<file path="src/rtl/alu_arbiter_if.sv">
// alu_arbiter_if: request, response and ALU-side signals of the two-client ALU arbiter.
// The slave modport is the arbiter; the master modport is the requesters plus the ALU.
interface alu_arbiter_if #(
  parameter int DATA_W = 16,
  parameter int OP_W   = 6,
  parameter int FLAG_W = 4
);
  logic              req0_valid;
  logic              req0_ready;
  logic [OP_W-1:0]   req0_op;
  logic [DATA_W-1:0] req0_a;
  logic [DATA_W-1:0] req0_b;
  logic              req1_valid;
  logic              req1_ready;
  logic [OP_W-1:0]   req1_op;
  logic [DATA_W-1:0] req1_a;
  logic [DATA_W-1:0] req1_b;
  logic              rsp0_valid;
  logic              rsp0_ready;
  logic              rsp1_valid;
  logic              rsp1_ready;
  logic [DATA_W-1:0] rsp_result;
  logic [FLAG_W-1:0] rsp_flags;
  logic              alu_enable;
  logic [OP_W-1:0]   alu_opcode;
  logic [DATA_W-1:0] alu_a;
  logic [DATA_W-1:0] alu_b;
  logic [DATA_W-1:0] alu_result;
  logic [FLAG_W-1:0] alu_flags;
  logic [FLAG_W-1:0] status_flags;
  logic              busy;

  modport slave (
    input  req0_valid, req0_op, req0_a, req0_b,
    input  req1_valid, req1_op, req1_a, req1_b,
    input  rsp0_ready, rsp1_ready, alu_result, alu_flags,
    output req0_ready, req1_ready, rsp0_valid, rsp1_valid,
    output rsp_result, rsp_flags, alu_enable, alu_opcode, alu_a, alu_b,
    output status_flags, busy
  );

  modport master (
    output req0_valid, req0_op, req0_a, req0_b,
    output req1_valid, req1_op, req1_a, req1_b,
    output rsp0_ready, rsp1_ready, alu_result, alu_flags,
    input  req0_ready, req1_ready, rsp0_valid, rsp1_valid,
    input  rsp_result, rsp_flags, alu_enable, alu_opcode, alu_a, alu_b,
    input  status_flags, busy
  );
endinterface

</file>
<file path="src/rtl/alu_arbiter.sv">
// alu_arbiter: round-robin scheduler sharing one combinational ALU between two requesters.
// Optional feature macro ALU_ARBITER_DIVZERO_EN traps DIV/MOD by zero without issuing to the ALU.
//
// state | meaning
// IDLE  | arbitrate; ready goes to the winner only
// EXEC  | captured op drives the ALU for one cycle
// RESP  | registered result held until the granted requester takes it
`ifndef ALU_ADD
`define ALU_ADD 6'h00
`endif
`ifndef ALU_SUB
`define ALU_SUB 6'h01
`endif
`ifndef ALU_INC
`define ALU_INC 6'h02
`endif
`ifndef ALU_MUL
`define ALU_MUL 6'h03
`endif
`ifndef ALU_DIV
`define ALU_DIV 6'h04
`endif
`ifndef ALU_MOD
`define ALU_MOD 6'h05
`endif
`ifndef ALU_CMP
`define ALU_CMP 6'h06
`endif
`ifndef ALU_TST
`define ALU_TST 6'h07
`endif
`ifndef ALU_NOP
`define ALU_NOP 6'h08
`endif
`ifndef ALU_AND
`define ALU_AND 6'h09
`endif
`ifndef ALU_XOR
`define ALU_XOR 6'h0A
`endif

module alu_arbiter #(
  parameter int DATA_W = 16,
  parameter int OP_W   = 6,
  parameter int FLAG_W = 4
) (
  input logic          clk,
  input logic          rst,
  alu_arbiter_if.slave bus
);
  typedef enum logic [1:0] {S_IDLE, S_EXEC, S_RESP} state_t;

  state_t            r_state;
  state_t            w_state_nxt;
  logic              r_last_grant;
  logic              r_gnt_id;
  logic [OP_W-1:0]   r_op;
  logic [DATA_W-1:0] r_a;
  logic [DATA_W-1:0] r_b;
  logic [DATA_W-1:0] r_result;
  logic [FLAG_W-1:0] r_flags;
  logic [FLAG_W-1:0] r_status;

  logic w_req_any;
  logic w_grant_id;
  logic w_accept;
  logic w_no_result;
  logic w_divzero;
  logic w_req0_ready;
  logic w_req1_ready;
  logic w_rsp0_valid;
  logic w_rsp1_valid;
  logic w_alu_enable;

  assign w_req_any  = bus.req0_valid | bus.req1_valid;
  // On contention the requester not served last wins; otherwise whoever is asking.
  assign w_grant_id = (bus.req0_valid & bus.req1_valid) ? ~r_last_grant : bus.req1_valid;
  assign w_accept   = w_req0_ready | w_req1_ready;

  // The ALU leaves its result stale for flag-only ops.
  assign w_no_result = (r_op == `ALU_CMP) || (r_op == `ALU_TST) || (r_op == `ALU_NOP);

`ifdef ALU_ARBITER_DIVZERO_EN
  assign w_divzero = ((r_op == `ALU_DIV) || (r_op == `ALU_MOD)) && (r_b == '0);
`else
  assign w_divzero = 1'b0;
`endif

  always_comb begin
    w_state_nxt  = r_state;
    w_req0_ready = 1'b0;
    w_req1_ready = 1'b0;
    w_rsp0_valid = 1'b0;
    w_rsp1_valid = 1'b0;
    w_alu_enable = 1'b0;
    case (r_state)
      S_IDLE: begin
        if (w_req_any && !rst) begin
          w_req0_ready = ~w_grant_id;
          w_req1_ready = w_grant_id;
          w_state_nxt  = S_EXEC;
        end
      end
      S_EXEC: begin
        w_alu_enable = ~w_divzero;
        w_state_nxt  = S_RESP;
      end
      S_RESP: begin
        w_rsp0_valid = ~r_gnt_id;
        w_rsp1_valid = r_gnt_id;
        if (r_gnt_id ? bus.rsp1_ready : bus.rsp0_ready) w_state_nxt = S_IDLE;
      end
      default: w_state_nxt = S_IDLE;
    endcase
  end

  always_ff @(posedge clk) begin
    if (rst) begin
      r_state      <= S_IDLE;
      r_last_grant <= 1'b1;
      r_gnt_id     <= 1'b0;
      r_op         <= '0;
      r_a          <= '0;
      r_b          <= '0;
      r_result     <= '0;
      r_flags      <= '0;
      r_status     <= '0;
    end else begin
      r_state <= w_state_nxt;
      if (w_accept) begin
        r_gnt_id     <= w_grant_id;
        r_last_grant <= w_grant_id;
        r_op         <= w_grant_id ? bus.req1_op : bus.req0_op;
        r_a          <= w_grant_id ? bus.req1_a  : bus.req0_a;
        r_b          <= w_grant_id ? bus.req1_b  : bus.req0_b;
      end
      if (r_state == S_EXEC) begin
        if (w_divzero) begin
          r_result <= '1;
          r_flags  <= FLAG_W'(4'b0011);
          r_status <= FLAG_W'(4'b0011);
        end else begin
          r_result <= w_no_result ? '0 : bus.alu_result;
          r_flags  <= bus.alu_flags;
          r_status <= bus.alu_flags;
        end
      end
    end
  end

  assign bus.req0_ready   = w_req0_ready;
  assign bus.req1_ready   = w_req1_ready;
  assign bus.rsp0_valid   = w_rsp0_valid;
  assign bus.rsp1_valid   = w_rsp1_valid;
  assign bus.rsp_result   = r_result;
  assign bus.rsp_flags    = r_flags;
  assign bus.alu_enable   = w_alu_enable;
  assign bus.alu_opcode   = r_op;
  assign bus.alu_a        = r_a;
  assign bus.alu_b        = r_b;
  assign bus.status_flags = r_status;
  assign bus.busy         = (r_state != S_IDLE);
endmodule
</file>
<file path="src/flat_wrapper.sv">
// flat-port wrapper written by rule: the top's interface ports become plain ports
module alu_arbiter_flat 
#(
  parameter int DATA_W = 16,
  parameter int OP_W   = 6,
  parameter int FLAG_W = 4
)
  (clk, rst, bus_req0_valid, bus_req0_op, bus_req0_a, bus_req0_b, bus_req1_valid, bus_req1_op, bus_req1_a, bus_req1_b, bus_rsp0_ready, bus_rsp1_ready, bus_alu_result, bus_alu_flags, bus_req0_ready, bus_req1_ready, bus_rsp0_valid, bus_rsp1_valid, bus_rsp_result, bus_rsp_flags, bus_alu_enable, bus_alu_opcode, bus_alu_a, bus_alu_b, bus_status_flags, bus_busy);
  alu_arbiter_if #(.DATA_W(DATA_W), .OP_W(OP_W), .FLAG_W(FLAG_W)) bus_i ();
  input logic clk;
  input logic rst;
  input wire logic [$bits(bus_i.req0_valid)-1:0] bus_req0_valid;
  input wire logic [$bits(bus_i.req0_op)-1:0] bus_req0_op;
  input wire logic [$bits(bus_i.req0_a)-1:0] bus_req0_a;
  input wire logic [$bits(bus_i.req0_b)-1:0] bus_req0_b;
  input wire logic [$bits(bus_i.req1_valid)-1:0] bus_req1_valid;
  input wire logic [$bits(bus_i.req1_op)-1:0] bus_req1_op;
  input wire logic [$bits(bus_i.req1_a)-1:0] bus_req1_a;
  input wire logic [$bits(bus_i.req1_b)-1:0] bus_req1_b;
  input wire logic [$bits(bus_i.rsp0_ready)-1:0] bus_rsp0_ready;
  input wire logic [$bits(bus_i.rsp1_ready)-1:0] bus_rsp1_ready;
  input wire logic [$bits(bus_i.alu_result)-1:0] bus_alu_result;
  input wire logic [$bits(bus_i.alu_flags)-1:0] bus_alu_flags;
  output wire logic [$bits(bus_i.req0_ready)-1:0] bus_req0_ready;
  output wire logic [$bits(bus_i.req1_ready)-1:0] bus_req1_ready;
  output wire logic [$bits(bus_i.rsp0_valid)-1:0] bus_rsp0_valid;
  output wire logic [$bits(bus_i.rsp1_valid)-1:0] bus_rsp1_valid;
  output wire logic [$bits(bus_i.rsp_result)-1:0] bus_rsp_result;
  output wire logic [$bits(bus_i.rsp_flags)-1:0] bus_rsp_flags;
  output wire logic [$bits(bus_i.alu_enable)-1:0] bus_alu_enable;
  output wire logic [$bits(bus_i.alu_opcode)-1:0] bus_alu_opcode;
  output wire logic [$bits(bus_i.alu_a)-1:0] bus_alu_a;
  output wire logic [$bits(bus_i.alu_b)-1:0] bus_alu_b;
  output wire logic [$bits(bus_i.status_flags)-1:0] bus_status_flags;
  output wire logic [$bits(bus_i.busy)-1:0] bus_busy;
  assign bus_i.req0_valid = bus_req0_valid;
  assign bus_i.req0_op = bus_req0_op;
  assign bus_i.req0_a = bus_req0_a;
  assign bus_i.req0_b = bus_req0_b;
  assign bus_i.req1_valid = bus_req1_valid;
  assign bus_i.req1_op = bus_req1_op;
  assign bus_i.req1_a = bus_req1_a;
  assign bus_i.req1_b = bus_req1_b;
  assign bus_i.rsp0_ready = bus_rsp0_ready;
  assign bus_i.rsp1_ready = bus_rsp1_ready;
  assign bus_i.alu_result = bus_alu_result;
  assign bus_i.alu_flags = bus_alu_flags;
  assign bus_req0_ready = bus_i.req0_ready;
  assign bus_req1_ready = bus_i.req1_ready;
  assign bus_rsp0_valid = bus_i.rsp0_valid;
  assign bus_rsp1_valid = bus_i.rsp1_valid;
  assign bus_rsp_result = bus_i.rsp_result;
  assign bus_rsp_flags = bus_i.rsp_flags;
  assign bus_alu_enable = bus_i.alu_enable;
  assign bus_alu_opcode = bus_i.alu_opcode;
  assign bus_alu_a = bus_i.alu_a;
  assign bus_alu_b = bus_i.alu_b;
  assign bus_status_flags = bus_i.status_flags;
  assign bus_busy = bus_i.busy;
  alu_arbiter #(.DATA_W(DATA_W), .OP_W(OP_W), .FLAG_W(FLAG_W)) u_core (.clk(clk), .rst(rst), .bus(bus_i));
endmodule
</file>
<file path="config.mk">
export PLATFORM = sky130hd
export DESIGN_NAME = alu_arbiter_flat
export DESIGN_NICKNAME = d
export VERILOG_FILES = /design/src/rtl/alu_arbiter_if.sv /design/src/rtl/alu_arbiter.sv /design/src/flat_wrapper.sv
export SDC_FILE = /design/constraint.sdc
export NUM_CORES = 1
export LEC_CHECK = 0
export CAP_MARGIN = 30
export CORE_ASPECT_RATIO = 1.5
export CORE_MARGIN = 2
export CORE_UTILIZATION = 30
export CTS_CLUSTER_SIZE = 24
export DETAILED_ROUTE_END_ITERATION = 8
export DONT_BUFFER_PORTS = 1
export GPL_TIMING_DRIVEN = 0
export PLACE_DENSITY = 0.43
export REMOVE_ABC_BUFFERS = 1
export SYNTH_ARGS = -nofsm -noshare
export SYNTH_HDL_FRONTEND = slang
export SYNTH_SLANG_ARGS = --single-unit
</file>
<file path="constraint.sdc">
create_clock -name clk -period 3.5 [get_ports clk]
set_clock_uncertainty 0.1 [all_clocks]
set_input_delay 0.175 -clock clk [delete_from_list [all_inputs] [get_ports clk]]
set_output_delay 0.175 -clock clk [all_outputs]
set_load 0.01 [all_outputs]
</file>
==> summary.txt <==
Logic synthesis
  • Largest cells by area after synthesis: dfxtp_1, a311oi_1, nand2_1
  • Yosys synthesis warning count: 0
  • Average size of a mapped cell: between 8 and 9 sq um
  • Post-Synthesis Cell Area: 2811 sq um
  • Leading area contributor after synthesis: dfxtp_1
  • Asr flop ratio synth: 0%
  • Cells after Synth: ~330
  • Yosys cell types: 28
  • Register area share after synthesis: between 40% and 50%
  • Most used DFF post-synth: dfxtp_1
  • Seq cells post-synth: between 60 and 70
  • Count leader, synth: nand2_1
  • Post-synth EDFFs: 0
  • Commonest cells in the netlist: nand2_1, dfxtp_1, a21oi_1
  • Yosys top cell area share: about 44%

Global route
  • Vias in the first global route: 2782
  • Grt ovf: 0
  • Antenna violations before repair: 0
  • First-pass GRT wire length: 13970 um
  • Largest net degree at the start of global routing: 78
  • GRT Total Usage: 17.21%

Detailed routing
  • DRT Wirelength: 8826 um
  • ANT nets after route: 0
  • Initial DRC Count: 63
  • Via count: 2782
  • WL met1: ~3500 um
  • Residual DRC count: 0
  • WL met3: 662 um
  • Vias per cell: roughly 5.3
  • Top sig layer: met4
  • 1st-pass router iterations: 4
  • Post-DR wirelength/cell: 16.84 um
  • Met2 WL post-DR: 4507 um

Cells and area
  • Antenna diodes: 0
  • Post-route insts no fill: 524
  • Nets: a little over 500
  • Register area: 1241 sq um
  • Multi-input gate area: 1400 sq um
  • Layout cells sized above 1: 8.981%
  • Area growth syn-to-layout: 48.42%
  • Filler cells: between 900 and 1000

Clock tree
  • H-tree depth: 3
  • Max clock buf depth: 2
  • Worst-Skew Late Latency: 0.32 ns
  • CTS tree: done
  • Clk slew on worst S/H paths: 0.05 ns
  • Clock root buffer: clkbuf_16
  • Post-CTS Setup Inserts: 0
  • Clock sinks: 62
  • CTS buffer count: 9

Placed design
  • Hpwl dp: around 5100 um
  • # port buffers: 0
  • GPL Wtd Cong: around 0.7
  • DP Cell Count: roughly 410

Worst setup path
  • Crit path launch type: flop
  • R2R cell count: 6
  • WS Path Type: flop to flop
  • Worst r2r src: u_core.r_state[1]
  • R2r setup slk: 0.62 ns
  • Worst EP arrival: 2.98 ns
  • Worst setup startpoint: u_core.r_state[1]
  • CP endpoint kind: flop
  • Reg2Reg Capture Point: u_core.bus.alu_a[11]
  • Worst path required time: 3.60 ns
  • Max FO, Critical Path: 28

Min path
  • Hold_sp: rst
  • WHS Path Cells: 3
  • Tightest Hold Check Type: input pin to flop
  • Worst hold endpoint: u_core.r_last_grant

Pwr
  • Sequential power share: 39.3%
  • Leak pwr: 1.608 nW
  • PwrDens: roughly 520 nW/um^2
  • Logic pwr share: between 10% and 20%
  • VDD IR max: 223.8 uV
  • Int Power: ~1.6 mW
  • Net Sw Frac: 25.62%
  • Clock Power Share: 44.1%
  • Total Power: ~2.2 mW
  • P_sw: 0.5563 mW

Floorplan
  • Top Ports: 170
  • Row count: 43
  • Die area: 10180 sq um
  • Initial cell density of the core: roughly 31%
  • Core area: 9200 sq um
  • Die Wd: 83.04 um
  • Die height: 122.6 um

STA
  • Worst-Margin Slew: a little over 0.9 ns
  • Total Neg Setup Slack: 0 ns
  • Final Hold Violating Endpoints: 0
  • Slew headroom: 38.48%
  • Crit path time final: 2.876 ns
  • Unrepaired setup endpoints after global routing: no
  • Final slew viol count: 0
  • Final setup violation count: 0
  • Max Clk Rate: 347.7 MHz
  • Worst hold slack: 0.1204 ns
  • Final period util: slightly above 80%

Status
  • Outcome: finished, final reports clean

Job
  • Max Cap Viol: 0
worst max path at each step:
stage	endpoint	slack [ns]	cells after the start
6_report	u_core.bus.alu_a[11]	0.62	6
2_1_floorplan	u_core.bus.alu_a[0]	0.68	4
5_1_grt	u_core.bus.alu_a[6]	0.42	6
3_3_place_gp	u_core.bus.alu_opcode[4]	-0.91	4
3_5_place_dp	u_core.bus.rsp_result[13]	1.11	4
4_1_cts	u_core.bus.alu_opcode[4]	0.63	6
layout make-up:
| cell class | instances | share of cell area [%] |
|---|---|---|
| Clock buffer | 11 | 6.057 |
| Clock inverter | 4 | 1.679 |
| Inverter | 2 | 0.1799 |
| Multi-Input combinational cell | 232 | 33.55 |
| Sequential cell | 62 | 29.75 |
| Tap cell | 112 | 3.358 |
| Timing Repair Buffer | 101 | 25.43 |
power groups by stage:
stage          Combinational (mW)  Clock (mW)  Sequential [mW]
2_1_floorplan               0.171           0            0.850
3_3_place_gp                0.219           0            0.867
3_5_place_dp                0.233           0            0.868
4_1_cts                     0.359       0.985            0.854
5_1_grt                     0.402        1.01            0.860
6_report                    0.362       0.958            0.852
worst max-delay path: stages, from the launching register on:
cell and delay, ns:
dfxtp_1 0.37, nor3_4 0.70, nand2_1 0.19, inv_1 0.46, buf_16 0.24, a311oi_1 0.11
dlygate4sd3_1 0.58
per-stage QoR:
step | setup WS, ns | area [sq um] | utilization, %
after floorplan | 0.6755 | 2631 | -
after global placement | -0.9112 | 2771 | 30.12
after detailed placement | 1.113 | 2851 | 30.99
after CTS | 0.6312 | 4173 | 45.36
after global routing | 0.4231 | 4173 | 45.36
final | 0.6239 | 4173 | 45.36
routing by layer:
| layer | track usage [%] | up-vias |
|---|---|---|
| met4 | 6.762 | 0 |
| met1 | 19.57 | 1321 |
| met2 | 30.14 | 110 |
| li1 | - | 1343 |
| met5 | 0 | - |
| met3 | 5.313 | 8 |
registers in the layout, indices dropped and copies added, names as in the netlist:
| signal | count |
|---|---|
| u_core.bus.alu_a | 16 |
| u_core.bus.alu_b | 16 |
| u_core.bus.rsp_result | 16 |
| u_core.bus.alu_opcode | 6 |
| u_core.bus.status_flags | 4 |
| u_core.r_state | 2 |
| u_core.r_gnt_id | 1 |
| u_core.r_last_grant | 1 |
logic make-up after synthesis:
kind of cell / after synthesis / synth area share (%)
flip-flops: 62 / 44.15
AO/OA/AOI/OAI: 103 / 25.95
buffers and inverters: 40 / 6.676
AND/OR/NAND/NOR: 128 / 22.88
multiplexers: 1 / 0.3560
cells in the final DEF (no fill, tap or decap), drive strengths merged:
cell and count:
nor3 1, a21oi 43, nor2 1, buf 4
clkbuf 11, a211o 1, a211oi 1, clkinv 2
or2 2, inv 2, nand3b 34, or4b 1
bufinv 2, nand2 85, nor3b 1, nand2b 1
dfxtp 62, a21bo 1, dlygate4sd3 97, o21ba 1
o21ai 16, a311oi 38, and3b 1, mux2i 1
a21boi 2, and3 1
what timing repair did:
action,in CTS,in global routing
hold buffers,98,0
hold endpoints to repair,61,0
gates resized for setup,0,0
No activity file was read; power rests on OpenSTA's default activity.
